<file path="config.mk">
export PLATFORM = sky130hd
export DESIGN_NAME = nvme_pl_elastic_flat
export DESIGN_NICKNAME = d
export VERILOG_FILES = /design/src/rtl/nvme_pl_elastic_if.sv /design/src/rtl/nvme_pl_elastic.sv /design/src/flat_wrapper.sv
export SDC_FILE = /design/constraint.sdc
export NUM_CORES = 1
export LEC_CHECK = 0
export ABC_AREA = 1
export CAP_MARGIN = 25
export CORE_ASPECT_RATIO = 0.8
export CORE_MARGIN = 2
export CORE_UTILIZATION = 48
export CTS_CLUSTER_SIZE = 14
export DETAILED_ROUTE_END_ITERATION = 7
export PLACE_DENSITY_LB_ADDON = 0.05
export SYNTH_ARGS = -nofsm -noshare
export SYNTH_HDL_FRONTEND = slang
export SYNTH_SLANG_ARGS = --single-unit
</file>
<file path="constraint.sdc">
create_clock -name clk -period 7.7 [get_ports clk]
set_input_delay 1.155 -clock clk [delete_from_list [all_inputs] [get_ports clk]]
set_output_delay 1.155 -clock clk [all_outputs]
set_load 0.005 [all_outputs]
</file>
<file path="src/rtl/nvme_pl_elastic_if.sv">
// nvme_pl_elastic_if: one valid/ready beat stream.
// master drives valid/data, slave drives ready.
interface nvme_pl_elastic_if #(
  parameter int width = 128
);
  logic             valid;
  logic             ready;
  logic [width-1:0] data;

  modport master (
    output valid,
    output data,
    input  ready
  );

  modport slave (
    input  valid,
    input  data,
    output ready
  );
endinterface

</file>
<file path="src/rtl/nvme_pl_elastic.sv">
// nvme_pl_elastic: DEPTH-entry elastic buffer, optional input stage and bypass.
// Optional per-byte parity: define NVME_PL_ELASTIC_PARITY_EN.
module nvme_pl_elastic #(
  parameter int width  = 128,
  parameter int depth  = 2,
  parameter int stage  = 0,
  parameter int bypass = 1
) (
  input  logic                       clk,
  input  logic                       reset_n,
  input  logic                       flush,
  nvme_pl_elastic_if.slave           up,
  nvme_pl_elastic_if.master          dn,
  output logic [$clog2(depth+1)-1:0] count,
  output logic                       perr
);

  localparam int CW = $clog2(depth + 1);
  localparam int AW = $clog2(depth);
  localparam int NB = width / 8;

  logic [AW-1:0]    wr_ptr_q, wr_ptr_d;
  logic [AW-1:0]    rd_ptr_q, rd_ptr_d;
  logic [CW-1:0]    count_q, count_d;
  logic [width-1:0] mem_q [depth];

  logic             bv;
  logic [width-1:0] bd;
  logic             full;
  logic             empty;
  logic             buf_take;
  logic             byp_hit;
  logic             push;
  logic             pop;

  assign full  = (count_q == CW'(depth));
  assign empty = (count_q == '0);

`ifdef NVME_PL_ELASTIC_PARITY_EN
  logic [NB-1:0] bp;
  logic [NB-1:0] par_q [depth];
  logic          perr_q, perr_d;

  function automatic logic [NB-1:0] par_gen(
    input logic [width-1:0] d
  );
    logic [NB-1:0] p;
    for (int b = 0; b < NB; b++) begin
      p[b] = ^d[8*b +: 8];
    end
    return p;
  endfunction
`endif

  generate
    if (stage != 0) begin : g_stage
      logic             sv_q, sv_d;
      logic [width-1:0] sd_q, sd_d;
      logic             ld;

      assign up.ready = ~flush & (~sv_q | ~full);
      assign ld       = up.valid & up.ready;

      always_comb begin
        sv_d = sv_q;
        sd_d = sd_q;
        if (flush) begin
          sv_d = 1'b0;
        end else if (ld) begin
          sv_d = 1'b1;
          sd_d = up.data;
        end else if (buf_take) begin
          sv_d = 1'b0;
        end
      end

      always_ff @(posedge clk or negedge reset_n) begin
        if (!reset_n) begin
          sv_q <= 1'b0;
        end else begin
          sv_q <= sv_d;
        end
      end

      always_ff @(posedge clk) begin
        sd_q <= sd_d;
      end

      assign bv = sv_q;
      assign bd = sd_q;

`ifdef NVME_PL_ELASTIC_PARITY_EN
      // Parity follows the beat from the stage into the store.
      logic [NB-1:0] sp_q, sp_d;

      always_comb begin
        sp_d = sp_q;
        if (ld) begin
          sp_d = par_gen(up.data);
        end
      end

      always_ff @(posedge clk) begin
        sp_q <= sp_d;
      end

      assign bp = sp_q;
`endif
    end else begin : g_direct
      assign up.ready = ~flush & ~full;
      assign bv       = up.valid;
      assign bd       = up.data;
`ifdef NVME_PL_ELASTIC_PARITY_EN
      assign bp       = par_gen(up.data);
`endif
    end
  endgenerate

  // Empty buffer with a valid input beat goes straight to the output.
  assign byp_hit  = (bypass != 0) & empty & bv;
  assign buf_take = bv & ~full & ~flush;

  assign dn.valid = reset_n & ~flush & (~empty | byp_hit);
  assign dn.data  = ((bypass != 0) && empty) ? bd : mem_q[rd_ptr_q];

  assign push = buf_take & ~(byp_hit & dn.ready);
  assign pop  = dn.valid & dn.ready & ~empty;

  function automatic logic [AW-1:0] ptr_nxt(
    input logic [AW-1:0] p
  );
    return (p == AW'(depth - 1)) ? '0 : p + 1'b1;
  endfunction

  always_comb begin
    wr_ptr_d = wr_ptr_q;
    rd_ptr_d = rd_ptr_q;
    count_d  = count_q;
    if (flush) begin
      wr_ptr_d = '0;
      rd_ptr_d = '0;
      count_d  = '0;
    end else begin
      if (push) begin
        wr_ptr_d = ptr_nxt(wr_ptr_q);
      end
      if (pop) begin
        rd_ptr_d = ptr_nxt(rd_ptr_q);
      end
      count_d = count_q + CW'(push) - CW'(pop);
    end
  end

  always_ff @(posedge clk or negedge reset_n) begin
    if (!reset_n) begin
      wr_ptr_q <= '0;
      rd_ptr_q <= '0;
      count_q  <= '0;
    end else begin
      wr_ptr_q <= wr_ptr_d;
      rd_ptr_q <= rd_ptr_d;
      count_q  <= count_d;
    end
  end

  always_ff @(posedge clk) begin
    if (push) begin
      mem_q[wr_ptr_q] <= bd;
    end
  end

  assign count = count_q;

`ifdef NVME_PL_ELASTIC_PARITY_EN
  always_ff @(posedge clk) begin
    if (push) begin
      par_q[wr_ptr_q] <= bp;
    end
  end

  // Only beats leaving the store are checked; bypass beats never are.
  always_comb begin
    perr_d = 1'b0;
    if (pop) begin
      perr_d = (par_gen(mem_q[rd_ptr_q]) != par_q[rd_ptr_q]);
    end
  end

  always_ff @(posedge clk or negedge reset_n) begin
    if (!reset_n) begin
      perr_q <= 1'b0;
    end else begin
      perr_q <= perr_d;
    end
  end

  assign perr = perr_q;
`else
  assign perr = 1'b0;
`endif

endmodule

</file>
<file path="src/flat_wrapper.sv">
// flat-port wrapper written by rule: the top's interface ports become plain ports
module nvme_pl_elastic_flat 
#(
  parameter int width  = 128,
  parameter int depth  = 2,
  parameter int stage  = 0,
  parameter int bypass = 1
)
  (clk, reset_n, flush, count, perr, up_valid, up_data, up_ready, dn_valid, dn_data, dn_ready);
  nvme_pl_elastic_if #(.width(width)) up_i ();
  nvme_pl_elastic_if #(.width(width)) dn_i ();
  input  logic clk;
  input  logic reset_n;
  input  logic flush;
  output logic [$clog2(depth+1)-1:0] count;
  output logic perr;
  input wire logic [$bits(up_i.valid)-1:0] up_valid;
  input wire logic [$bits(up_i.data)-1:0] up_data;
  output wire logic [$bits(up_i.ready)-1:0] up_ready;
  output wire logic [$bits(dn_i.valid)-1:0] dn_valid;
  output wire logic [$bits(dn_i.data)-1:0] dn_data;
  input wire logic [$bits(dn_i.ready)-1:0] dn_ready;
  assign up_i.valid = up_valid;
  assign up_i.data = up_data;
  assign up_ready = up_i.ready;
  assign dn_valid = dn_i.valid;
  assign dn_data = dn_i.data;
  assign dn_i.ready = dn_ready;
  nvme_pl_elastic #(.width(width), .depth(depth), .stage(stage), .bypass(bypass)) u_core (.clk(clk), .reset_n(reset_n), .flush(flush), .up(up_i), .dn(dn_i), .count(count), .perr(perr));
endmodule
</file>
==> results.sh <==
export IMPL_cp_data_required_time_ns=6.55
export IMPL_ys_ff_latch=260
export IMPL_nFillCells=1673
export IMPL_power_static_leakage_nw=5.25
export IMPL_vias=7412
export IMPL_netlist_top_cells_area="edfxtp_1 73%, a21oi_1 12%, nand2_1 4.7%"
export IMPL_grt_max_degree=85
export IMPL_setup_viol=0
export IMPL_worst_ep_arrival_ns=3.60
export IMPL_worst_setup_path_startpoint="u_core.rd_ptr_q"
export IMPL_clock_tree_buffer_depth=3
export IMPL_critPathTopFamily="buffers and inverters"
export IMPL_ctsHtreeMaxLevel=1
export IMPL_grt_antenna_before_repair=2
export IMPL_grt_pass1_vias=6858
export IMPL_coreArea_um2=21600
export IMPL_post_route_clock_skew_ns=0.00845
export IMPL_final_hold_worst_slack_ns=0.507
export IMPL_drv_max_cap_violation_count=0
export IMPL_cpMaxStageDelayCell="inv_4"
export IMPL_finalCoreUtilization_pct=65.6
export IMPL_yosys_cell_types_count=18
export IMPL_cts_root_buf="clkbuf_16"
export IMPL_postSynthCellCount=863
export IMPL_worstMarginPinSlew_ns=0.957
export IMPL_ir_drop_v=0.000156
export IMPL_startpoint_type="flip-flop"
export IMPL_timing_rr_start="u_core.count[1]"
export IMPL_timing_reg2reg_worst_path_depth=6
export IMPL_globalRouteTotalUtil_pct=21.1
export IMPL_y_dimension_of_the_die_um=136
export IMPL_hold_path_startpoint="u_core.wr_ptr_q"
export IMPL_hold_viol=0
export IMPL_grt_overflow=0
export IMPL_clock_latency_reported_for_the_late_side_of_the_worst_skew_pair_ns=0.52
export IMPL_cp_endpoint="dn_data[99]"
export IMPL_max_clock_freq_mhz=210
export IMPL_post_cts_setup_buffers=0
export IMPL_avgViaCountPerCell=5.28
export IMPL_cts_resized=0
export IMPL_route_met3_wl_mm=1.93
export IMPL_cts_hold_buffers=0
export IMPL_gpl_final_weighted_congestion=0.787
export IMPL_avgRoutedWirePerCell_um=18.0
export IMPL_synth_cell_area_um2=10500
export IMPL_period_needed_ns=4.75
export IMPL_share_of_final_layout_standard_cells_stronger_than_drive_strength_1_pct=4.88
export IMPL_avg_inst_size_synth_um2=12.2
export IMPL_drc_errors=0
export IMPL_grt_pass1_wl_mm=38.3
export IMPL_place_port_buffers=264
export IMPL_fin_setup_tns_ns=0
export IMPL_worstSetupPathDepth=5
export IMPL_detailedPlacementHpwl_mm=14.4
export IMPL_top_level_ports=266
export IMPL_cts_tree="done"
export IMPL_top_signal_layer_used="met5"
export IMPL_layoutNonFillerInstCount=1403
export IMPL_placement_rows=48
export IMPL_drtPass1Iterations=5
export IMPL_critPathMaxStageDelay_ns=0.76
export IMPL_place_detailed_instances=1353
export IMPL_ys_warnings_count=0
export IMPL_postRouteWirelength_mm=25.3
export IMPL_relSlewSlack_pct=36.2
export IMPL_outcome="finished clean"
export IMPL_clock_sink_count=260
export IMPL_clock_slew_seen_by_the_registers_of_the_worst_setup_and_hold_paths_ns=0.06
export IMPL_drt_first_iter_violations=641
export IMPL_p_per_area_nw_per_um2=250
export IMPL_wl_met1_mm=11.7
export IMPL_regToRegSetupSlack_ns=4.41
export IMPL_post_synth_top_area_fraction_pct=73.1
export IMPL_cts_made_buffers=27
export IMPL_cp_cell_instances="inv_4 > buf_4 > nand2_1 > a21oi_1 > clkdlybuf4s50_1"
export IMPL_final_nets=1243
export IMPL_critPathMaxFanout=84
export IMPL_cp_class="reg -> out"
export IMPL_drt_antenna_violating_nets=0
export IMPL_timing_rr_end="u_core.mem_q[0][114]"
export IMPL_netlist_top_cell_by_area="edfxtp_1"
export IMPL_worstSetupEndpointType="output port"
export IMPL_met2WireLength_mm=11.0
export IMPL_layout_area_overhead_vs_synth_pct=34.4
export IMPL_maxSlewViolCount=0
export IMPL_period_share_pct=61.7
export IMPL_rsz0062_at_grt="false"
export IMPL_critical_path_buf_inv_count=3
export IMPL_timing_hold_worst_class="reg -> reg"
export IMPL_synth_nets=998
export IMPL_fp_dieArea_um2=23100
export IMPL_die_w_um=169
export IMPL_synth_seq_area_share_pct=74.0
export IMPL_floorplan_initialDensity_pct=48.8
==> where the power goes <==
part           internal [mW]  switching [mW]  total [mW]
Sequential              1.61          0.0174        1.63
Clock                  0.707           0.509        1.22
Combinational          0.354           0.338       0.691
==> registers in the layout, summed over array words and instances (netlist names) <==
| name | flops |
|---|---|
| u_core.count | 2 |
| u_core.mem_q | 256 |
| u_core.wr_ptr_q | 1 |
| u_core.rd_ptr_q | 1 |
==> cells by family after synthesis <==
| family | synth area share (%) |
|---|---|
| buffers and inverters | 3.37 |
| AOI/OAI and AO/OA | 12.3 |
| other | 0.0357 |
| adders and majority gates | 0.238 |
| xor gates and xnor gates | 0.0833 |
| DFF | 74.0 |
| and+or+nand+nor | 9.91 |
==> cell usage in the layout, fill, tap and decap left out <==
cell type / count
dfrtp_4: 1
nor2_4: 2
o211a_1: 1
buf_4: 7
edfxtp_1: 256
inv_4: 2
nand2_1: 133
buf_16: 1
buf_12: 1
clkinv_1: 3
clkbuf_1: 5
inv_1: 8
clkdlybuf4s50_1: 264
bufinv_16: 2
nand3_1: 4
clkbuf_16: 27
clkinv_2: 11
inv_6: 1
diode_2: 1
nand4_1: 2
nor2_1: 132
xor2_1: 1
a21oi_1: 257
conb_1: 1
ha_1: 2
dfrtp_1: 3
==> routing by layer <==
metal | vias to the layer above | global-route usage [%]
li1 | 3576 | -
met1 | 3532 | 31.9
met2 | 260 | 30.4
met3 | 42 | 5.50
met4 | 2 | 5.60
met5 | - | 0
==> cell usage after synthesis <==
library cell,n
dfrtp_1,4
buf_1,1
nand4_1,2
edfxtp_1,256
ha_1,2
nand3_1,4
nor2_1,133
clkbuf_1,11
buf_2,28
conb_1,1
nor2_4,1
nand2_1,133
o211a_1,1
a21oi_1,257
buf_4,17
inv_2,1
inv_1,10
xor2_1,1
==> tightest hold or removal path, cell delays in order (launching register included) <==
cell     delay [ns]
dfrtp_1        0.34
nand3_1        0.08
nand2_1        0.06
==> through the flow <==
step	instance area [um2]	power (mW)	setup WS, ns
floorplan	10500	1.96	0.231
global placement	13300	2.35	3.48
detailed placement	13300	2.36	3.46
CTS	14100	3.57	2.93
global route	14100	3.69	2.69
finish	14100	3.54	2.95
==> worst min-delay path by stage <==
stage / slack, ns / cells past startpoint / end
2_1_floorplan: 0.47 / 2 / u_core.wr_ptr_q
3_3_place_gp: 0.49 / 2 / u_core.wr_ptr_q
3_5_place_dp: 0.50 / 2 / u_core.wr_ptr_q
4_1_cts: 0.51 / 2 / u_core.wr_ptr_q
5_1_grt: 0.55 / 2 / u_core.wr_ptr_q
6_report: 0.51 / 2 / u_core.wr_ptr_q
==> layout make-up <==
cell class	instances	area, um2	share of cell area [%]
diodes	1	2.50	0.0177
clock buffers	32	694	4.91
clock inverters	16	126	0.894
inverters	11	51.3	0.363
multi-input cells	535	2380	16.9
flip-flops and latches	260	7790	55.1
well taps	275	344	2.43
repair buffers	273	2740	19.4
Note: power is estimated with default switching activity, not from simulation.
